**src/rtl/dynamic_root_calculator_if.sv**
```systemverilog
// Request/result bundle for the n-th root unit: the requester drives the
// operands and start, the root unit drives status and result.
interface dynamic_root_calculator_if #(
  parameter int WIDTH     = 32,
  parameter int EXP_WIDTH = 5
);
  logic                 start;
  logic [WIDTH-1:0]     value;
  logic [EXP_WIDTH-1:0] n;
  logic                 busy;
  logic                 done;
  logic [WIDTH-1:0]     root;
  logic                 exact;
  logic                 err;

  modport master (
    output start, value, n,
    input  busy, done, root, exact, err
  );

  modport slave (
    input  start, value, n,
    output busy, done, root, exact, err
  );
endinterface

```
**src/rtl/dynamic_root_calculator.sv**
```systemverilog
// Iterative floor n-th root: bitwise binary search over the root, with each
// candidate raised to the n-th power by repeated saturating multiplication.
module dynamic_root_calculator #(
  parameter int WIDTH     = 32,
  parameter int EXP_WIDTH = 5
) (
  input  logic                     clk,
  input  logic                     reset,
  dynamic_root_calculator_if.slave bus
);
  localparam int BW = $clog2(WIDTH);

  typedef enum logic [2:0] {IDLE, TRY, MUL, CMP, FIN} state_t;

  state_t               r_state;
  logic [WIDTH-1:0]     r_value;
  logic [EXP_WIDTH-1:0] r_n;
  logic [EXP_WIDTH-1:0] r_k;
  logic [BW-1:0]        r_bit;
  logic [WIDTH-1:0]     r_p;
  logic [WIDTH-1:0]     r_cand;
  logic [2*WIDTH-1:0]   r_acc;
  logic                 r_over;
  logic                 r_eq;
  logic                 r_errPend;
  logic                 r_busy;
  logic                 r_done;
  logic [WIDTH-1:0]     r_root;
  logic                 r_exact;
  logic                 r_err;

  logic [2*WIDTH-1:0]   w_prod;
  logic [2*WIDTH-1:0]   w_valueWide;

  // r_acc never exceeds V before a multiply, so the product fits in 2*WIDTH
  assign w_prod      = r_acc * {{WIDTH{1'b0}}, r_cand};
  assign w_valueWide = {{WIDTH{1'b0}}, r_value};

  assign bus.busy  = r_busy;
  assign bus.done  = r_done;
  assign bus.root  = r_root;
  assign bus.exact = r_exact;
  assign bus.err   = r_err;

  always_ff @(posedge clk or posedge reset) begin
    if (reset) begin
      r_state   <= IDLE;
      r_value   <= '0;
      r_n       <= '0;
      r_k       <= '0;
      r_bit     <= '0;
      r_p       <= '0;
      r_cand    <= '0;
      r_acc     <= '0;
      r_over    <= 1'b0;
      r_eq      <= 1'b0;
      r_errPend <= 1'b0;
      r_busy    <= 1'b0;
      r_done    <= 1'b0;
      r_root    <= '0;
      r_exact   <= 1'b0;
      r_err     <= 1'b0;
    end else begin
      r_done <= 1'b0;
      case (r_state)
        IDLE: begin
          if (bus.start) begin
            r_value   <= bus.value;
            r_n       <= bus.n;
            r_busy    <= 1'b1;
            r_errPend <= 1'b0;
            if (bus.n == '0) begin
              r_errPend <= 1'b1;
              r_p       <= '0;
              r_eq      <= 1'b0;
              r_state   <= FIN;
            end else if (bus.n == EXP_WIDTH'(1)) begin
              r_p     <= bus.value;
              r_eq    <= 1'b1;
              r_state <= FIN;
            end else begin
              r_bit   <= BW'(WIDTH - 1);
              r_p     <= '0;
              r_eq    <= (bus.value == '0);
              r_state <= TRY;
            end
          end
        end
        TRY: begin
          r_cand  <= r_p | (WIDTH'(1) << r_bit);
          r_acc   <= (2*WIDTH)'(1);
          r_over  <= 1'b0;
          r_k     <= '0;
          r_state <= MUL;
        end
        MUL: begin
          // Once over V the power is only known to be too large; acc is frozen
          if (!r_over) begin
            if (w_prod > w_valueWide) begin
              r_over <= 1'b1;
            end else begin
              r_acc <= w_prod;
            end
          end
          if (r_k == r_n - EXP_WIDTH'(1)) begin
            r_state <= CMP;
          end else begin
            r_k <= r_k + EXP_WIDTH'(1);
          end
        end
        CMP: begin
          if (!r_over) begin
            r_p  <= r_cand;
            r_eq <= (r_acc == w_valueWide);
          end
          if (r_bit == '0) begin
            r_state <= FIN;
          end else begin
            r_bit   <= r_bit - BW'(1);
            r_state <= TRY;
          end
        end
        FIN: begin
          r_root  <= r_p;
          r_exact <= r_eq;
          r_err   <= r_errPend;
          r_done  <= 1'b1;
          r_busy  <= 1'b0;
          r_state <= IDLE;
        end
        default: r_state <= IDLE;
      endcase
    end
  end
endmodule

```
**src/flat_wrapper.sv**
```systemverilog
// flat-port wrapper written by rule: the top's interface ports become plain ports
module dynamic_root_calculator_flat 
#(
  parameter int WIDTH     = 32,
  parameter int EXP_WIDTH = 5
)
  (clk, reset, bus_start, bus_value, bus_n, bus_busy, bus_done, bus_root, bus_exact, bus_err);
  dynamic_root_calculator_if #(.WIDTH(WIDTH), .EXP_WIDTH(EXP_WIDTH)) bus_i ();
  input  logic clk;
  input  logic reset;
  input wire logic [$bits(bus_i.start)-1:0] bus_start;
  input wire logic [$bits(bus_i.value)-1:0] bus_value;
  input wire logic [$bits(bus_i.n)-1:0] bus_n;
  output wire logic [$bits(bus_i.busy)-1:0] bus_busy;
  output wire logic [$bits(bus_i.done)-1:0] bus_done;
  output wire logic [$bits(bus_i.root)-1:0] bus_root;
  output wire logic [$bits(bus_i.exact)-1:0] bus_exact;
  output wire logic [$bits(bus_i.err)-1:0] bus_err;
  assign bus_i.start = bus_start;
  assign bus_i.value = bus_value;
  assign bus_i.n = bus_n;
  assign bus_busy = bus_i.busy;
  assign bus_done = bus_i.done;
  assign bus_root = bus_i.root;
  assign bus_exact = bus_i.exact;
  assign bus_err = bus_i.err;
  dynamic_root_calculator #(.WIDTH(WIDTH), .EXP_WIDTH(EXP_WIDTH)) u_core (.clk(clk), .reset(reset), .bus(bus_i));
endmodule
```
**config.mk**
```make
export PLATFORM = sky130hd
export DESIGN_NAME = dynamic_root_calculator_flat
export DESIGN_NICKNAME = d
export VERILOG_FILES = /design/src/rtl/dynamic_root_calculator_if.sv /design/src/rtl/dynamic_root_calculator.sv /design/src/flat_wrapper.sv
export SDC_FILE = /design/constraint.sdc
export NUM_CORES = 2
export LEC_CHECK = 0
export ABC_CLOCK_PERIOD_IN_PS = 19500
export BUFFER_PORTS_ARGS = -buffer_cell sky130_fd_sc_hd__buf_2
export CAP_MARGIN = 20
export CORE_UTILIZATION = 58
export CTS_BUF_LIST = sky130_fd_sc_hd__clkbuf_8
export DETAILED_ROUTE_END_ITERATION = 8
export PLACE_DENSITY_LB_ADDON = 0.15
export SETUP_SLACK_MARGIN = 0.05
export SYNTH_ARGS = -nofsm -noshare
export SYNTH_HDL_FRONTEND = slang
export SYNTH_SLANG_ARGS = --single-unit
export TNS_END_PERCENT = 100
```
**constraint.sdc**
```tcl
create_clock -name clk -period 19.5 [get_ports clk]
set_clock_uncertainty 0.2 [all_clocks]
set_input_delay 3.9 -clock clk [delete_from_list [all_inputs] [get_ports clk]]
set_output_delay 3.9 -clock clk [all_outputs]
set_load 0.02 [all_outputs]
```
# Word level (Yosys, flattened, before mapping)
# Index checks and enable logic that the tools add are counted.
dict set report classes {
  add_sub_neg 3
  multipliers 1
  magnitude_cmp 1
  eq_ne 16
  shift 1
  muxes 33
  n_bitwise 1
  reduce_logical 14
}
# op n
set op_table {}
lappend op_table {{32-bit two-way mux} 4}
lappend op_table {{64-bit two-way mux} 2}
lappend op_table {{64-bit one-hot mux with 2 select lines} 1}
lappend op_table {{64-bit by 32-bit equality test with 1-bit output} 1}
lappend op_table {{64-bit by 32-bit greater-than comparator with 1-bit output} 1}
lappend op_table {{64-bit by 32-bit multiplier with 64-bit output} 1}
lappend op_table {{32-bit one-hot mux with 2 select lines} 1}
lappend op_table {{32-bit logical NOT} 1}
lappend op_table {{32-bit OR} 1}
lappend op_table {{1-bit by 5-bit << shifter with 32-bit output (first input constant)} 1}
lappend op_table {{5-bit two-way mux} 5}
lappend op_table {{5-bit one-hot mux with 2 select lines} 2}
lappend op_table {{2-bit != test (second input constant)} 8}
lappend op_table {{3-bit two-way mux} 5}
lappend op_table {{3-bit one-hot mux with 4 select lines} 1}
lappend op_table {{5-bit logical NOT} 2}
lappend op_table {{5-bit by 1-bit subtractor with 5-bit output (second input constant)} 2}
lappend op_table {{1-bit two-way mux} 9}
lappend op_table {{2-bit AND reduction} 4}
lappend op_table {{3-bit by 2-bit equality test with 1-bit output (second input constant)} 2}
lappend op_table {{1-bit one-hot mux with 2 select lines} 3}
lappend op_table {{3-bit AND reduction} 2}
lappend op_table {{2-bit nonzero test} 3}
lappend op_table {{5-bit by 1-bit adder with 5-bit output (second input constant)} 1}
lappend op_table {{7 further kinds} 7}
dict set report totals {
  register_bits 217
  in_bits 40
  output_inout_bits 36
}

# Longest topological paths before layout
dict set report depth {
  word_depth 5
  depth_mapped 40
  mapped_depth_nobuf 36
}

# Worst setup path before layout
# OpenSTA, ideal clock, no wires.
dict set report synth_path {
  path_kind {register -> register}
  from {reg u_core.r_cand[2]}
  to {reg u_core.r_acc[5]}
  setup_time_ns 0.128
  arrival_ns 10.617
  path_slack_ns 8.555
  stages_incl_launch_ff 38
  cell_sequence {dfrtp_1 > clkbuf_1 > clkbuf_1 > nand2_1 > fa_1 > inv_1 > fa_1 > inv_1 > fa_1 > fa_1 > inv_1 > fa_1 > inv_1 > fa_1 > inv_1 > fa_1 > fa_1 > ha_1 > [... 2 more ...] > nor4_1 > o21ai_1 > a2111oi_1 > nor2_1 > xnor2_1 > ha_1 > a21oi_1 > nor2b_1 > o21ai_0 > o221ai_1 > nor4_1 > o221ai_1 > or4_1 > or4_1 > or4_1 > nor4_4 > buf_4 > mux2_1}
}
dict set report synth_via {
  elab_chain_len 4
}
# item line_no
set synth_rtl {}
lappend synth_rtl {{from (decl)} dynamic_root_calculator.sv:21} ;# logic [WIDTH-1:0] r_cand;
lappend synth_rtl {{from (signal assigned)} dynamic_root_calculator.sv:90} ;# r_cand <= r_p | (WIDTH'(1) << r_bit);
lappend synth_rtl {{64-bit by 32-bit multiplier with 64-bit output *} dynamic_root_calculator.sv:36} ;# assign w_prod = r_acc * {{WIDTH{1'b0}}, r_cand};
lappend synth_rtl {{64-bit by 32-bit greater-than comparator with 1-bit output or 64-bit two-way mux (tied branches)} dynamic_root_calculator.sv:99} ;# if (w_prod > w_valueWide) begin
lappend synth_rtl {{2-bit != test (no line) or 64-bit two-way mux (tied branches)} --}
lappend synth_rtl {{3-bit AND reduction (no line) or 64-bit one-hot mux with 2 select lines (tied branches)} --}
lappend synth_rtl {{to (signal assigned)} dynamic_root_calculator.sv:91} ;# r_acc <= (2*WIDTH)'(1);
lappend synth_rtl {{to (signal assigned)} dynamic_root_calculator.sv:102} ;# r_acc <= w_prod;
lappend synth_rtl {{to (decl)} dynamic_root_calculator.sv:22} ;# logic [2*WIDTH-1:0] r_acc;
# Mark *: on every way between the ends. The rest lies on a longest branch, timed or not. The select of a mux whose other input is x is not followed.
# A chain may end at the register's enable or synchronous reset.

# Worst setup path after layout
dict set report layout_path {
  from {reg u_core.r_cand[2]}
  to {reg u_core.r_acc[6]}
}
# Same word-level chain as after synthesis.

==> flow_summary.ini <==
[run_status]
outcome = finished clean

[power_and_ir_drop]
seqPwrFrac_pct = 22.6
leakage_nw = 29.53
ir_drop_v = 0.0001313
intPower_w = 0.001391
p_switching_w = 0.001837
power.share.combinational_pct = 63.9
swShare_pct = 56.91
powerDensity_mw_per_mm2 = 55.01
clkPwrFrac_pct = 13.5

[clock_tree]
clkSinkCount = 217
clk_pin_slew_worst_paths_ns = 0.08
cts_buffer_depth = 3
cts_resized = 0
numCtsBuffers = 36
cts_root_buffer = clkbuf_8
cts_tree = done
clk_latency_ns = 0.58
cts-htree-levels = 2
holdBufCountCts = 0
post-cts-setup-buffers = 0

[grt]
grt_pass1_wl_um = 264800
busiest_layer = met2
grt_use_met2_pct = 56.36
grt_overflow_total = 0
grt_max_degree = 97
grt_pass1_vias = 45450
grtUsageMet1_pct = 49.68
use_met3_pct = 5.605
grtUsageTotal_pct = 35.17
antenna_found_initial = 7

[timing]
period_minus_slack_ns = 12.41
hold_ws_ns = 0.2776
setup-violations-final = 0
rsz0062_at_grt = false
tns_ns = 0
setup_slack_ns = 7.092
fin_crit_sh_pct = 63.63
slew_headroom_pct = 19.86
finalHoldViolations = 0
worst_pin_slew_ns = 1.202
fmax_mhz = 80.59
drv_slew = 0

[synth]
syn_inst = 6326
post_synth.cell_area_avg_um2 = 8.971
synth_cell_types = 72
synth_nets = 7928
yosys_warnings = 0
synth-seq-cells = 217
synthFlopType = dfrtp_1
ys_seq_area_share_pct = 9.568
synth_edf_count = 0
netlist_area_mm2 = 0.05675
async_reset_ff_share_pct = 100.0

[finish]
syn_to_final_growth_pct = 3.406
n_fill_cell = 8583
nNetsFinal = 7715
drive_gt1_share_pct = 4.888
regArea_mm2 = 0.005458
multiInputGateArea_mm2 = 0.04462
fin_util_pct = 60.59

[hold_path]
min_path_type = reg2reg

[worst_setup_path]
critPathKind = reg2reg
max_stage_delay_ns = 0.93
worstPathArrival_ns = 12.62
worstSetupStartpointType = register
cpMaxStageDelayCell = a2111oi_1
crit_path_max_fanout = 64
crit_path_end_kind = register
required_ns = 19.72
path_common_cell = fa_1

[die]
initial_core_util_pct = 58.60
die_area_mm2 = 0.09910
fp.dieH_um = 314.8
core_mm2 = 0.09685
die_x_um = 314.8
rows = 114
ios = 76

[route]
routedWlPerCell_um = 22.28
dr.first_iter.drc_count = 3258
vias = 42300
ant_nets = 0
wirelength_um = 165300
drc = 0
via_per_inst = 5.703
dr.pass1.iters = 5

[job]
maxCapViolations = 0

[placement]
gp_congestion = 0.9781
io_buffers = 75
dpl_worst_slack_ns = 7.171
dp_hpwl_um = 129400
==> stage by stage <==
step                      total power (W)  std cells  area (um2)
after floorplan                  0.001946       6326       56750
after global placement           0.002707       7350       57900
after detailed placement         0.002735       7350       57900
after CTS                        0.003182       7413       58650
after global routing             0.003412       7414       58680
final                            0.003228       7418       58690
==> power groups by stage <==
stage / clock network [W] / logic, W / registers [W]
floorplan: 0 / 0.00133 / 0.000620
global placement: 0 / 0.00197 / 0.000734
detailed placement: 0 / 0.00200 / 0.000738
CTS: 0.000436 / 0.00202 / 0.000730
global route: 0.000457 / 0.00222 / 0.000738
finish: 0.000435 / 0.00206 / 0.000730
==> critical path, delay by kind of cell, from the launching register on <==
kind	cells	cell delay, ns
buffers and inverters	7	1.33
adders and majority gates	10	4.76
xor gates and xnor gates	1	0.30
DFF	1	0.34
muxes	1	0.38
AOI/OAI and AO/OA	6	1.75
and+or+nand+nor	10	3.09
==> flip-flops by register name (all words and copies together), names as in the netlist <==
register,cells
u_core.bus.busy,1
u_core.bus.done,1
u_core.bus.err,1
u_core.bus.exact,1
u_core.bus.root,32
u_core.r_acc,64
u_core.r_bit,5
u_core.r_cand,32
u_core.r_eq,1
u_core.r_errPend,1
u_core.r_k,5
u_core.r_n,5
u_core.r_over,1
u_core.r_p,32
u_core.r_state,3
u_core.r_value,32
==> cell type report <==
class	instances	area share, %
sequential	217	9.300
timing repair buffer	175	1.953
inverter	1359	8.705
multi-input combinational	4324	76.03
antenna	4	0.01706
clock inverter	20	0.2622
tap	1276	2.721
clock buffer	43	1.008
==> per-layer routing <==
metal | vias to the layer above | share of wire, %
li1 | 18060 | -
met1 | 22170 | 42
met2 | 1732 | 47
met3 | 340 | 8.3
met4 | 2 | 3.3
met5 | - | 0.0073
==> path summary, 6_finish.rpt <==
kind                             startpoint                 end  slack, ns  cells past startpoint
min                        u_core.r_errPend    u_core.r_errPend       0.28                      2
min reg2reg                u_core.r_errPend    u_core.r_errPend       0.28                      2
max in group asynchronous             reset   u_core.r_cand[17]      13.62                      4
max reg2reg                u_core.r_cand[2]     u_core.r_acc[6]       7.09                     35
max                        u_core.r_cand[2]     u_core.r_acc[6]       7.09                     35
min in group asynchronous             reset  u_core.bus.root[7]       3.26                      2
==> synth_stat cells, types with 19 or more instances <==
cell type  number  share of area, %
fa_1         1368                48
inv_1        1359               9.0
nand2_1      1198               7.9
and2_1        601               6.6
clkbuf_1      404               2.7
dfrtp_1       217               9.6
ha_1          194               4.3
o21ai_0       158               1.4
a21oi_1       110              0.97
xnor2_1       106               1.6
nor2_1         68              0.45
nand4_1        46              0.51
mux2_2         38              0.75
nor3b_1        35              0.46
nor3_1         34              0.30
a22oi_1        33              0.44
xor2_1         32              0.49
nand3_1        29              0.26
a31oi_1        26              0.29
nor4_1         25              0.28
mux2_1         24              0.48
a21o_1         19              0.25
==> cell usage in the layout (no fill, tap or decap), drive strengths merged, types with 106 or more instances in the layout <==
master / instances
a21oi: 110
and2: 601
buf: 175
dfrtp: 217
fa: 1368
ha: 194
inv: 1369
nand2: 1198
o21ai: 163
xnor2: 106
==> cell families (layout without fill, tap and decap cells) <==
logic type               after synthesis  after routing  share of synthesized area, %
AND/OR/NAND/NOR                     2086           2086                         17.44
buffers and inverters               1785           1597                         11.84
adder cells (fa/ha/maj)             1562           1562                         52.53
AO/OA/AOI/OAI                        462            462                         4.989
flip-flops                           217            217                         9.568
XOR/XNOR                             139            139                         2.169
multiplexers                          75             75                         1.459
other                                  0              4                             0
No activity file was read; power rests on OpenSTA's default activity.
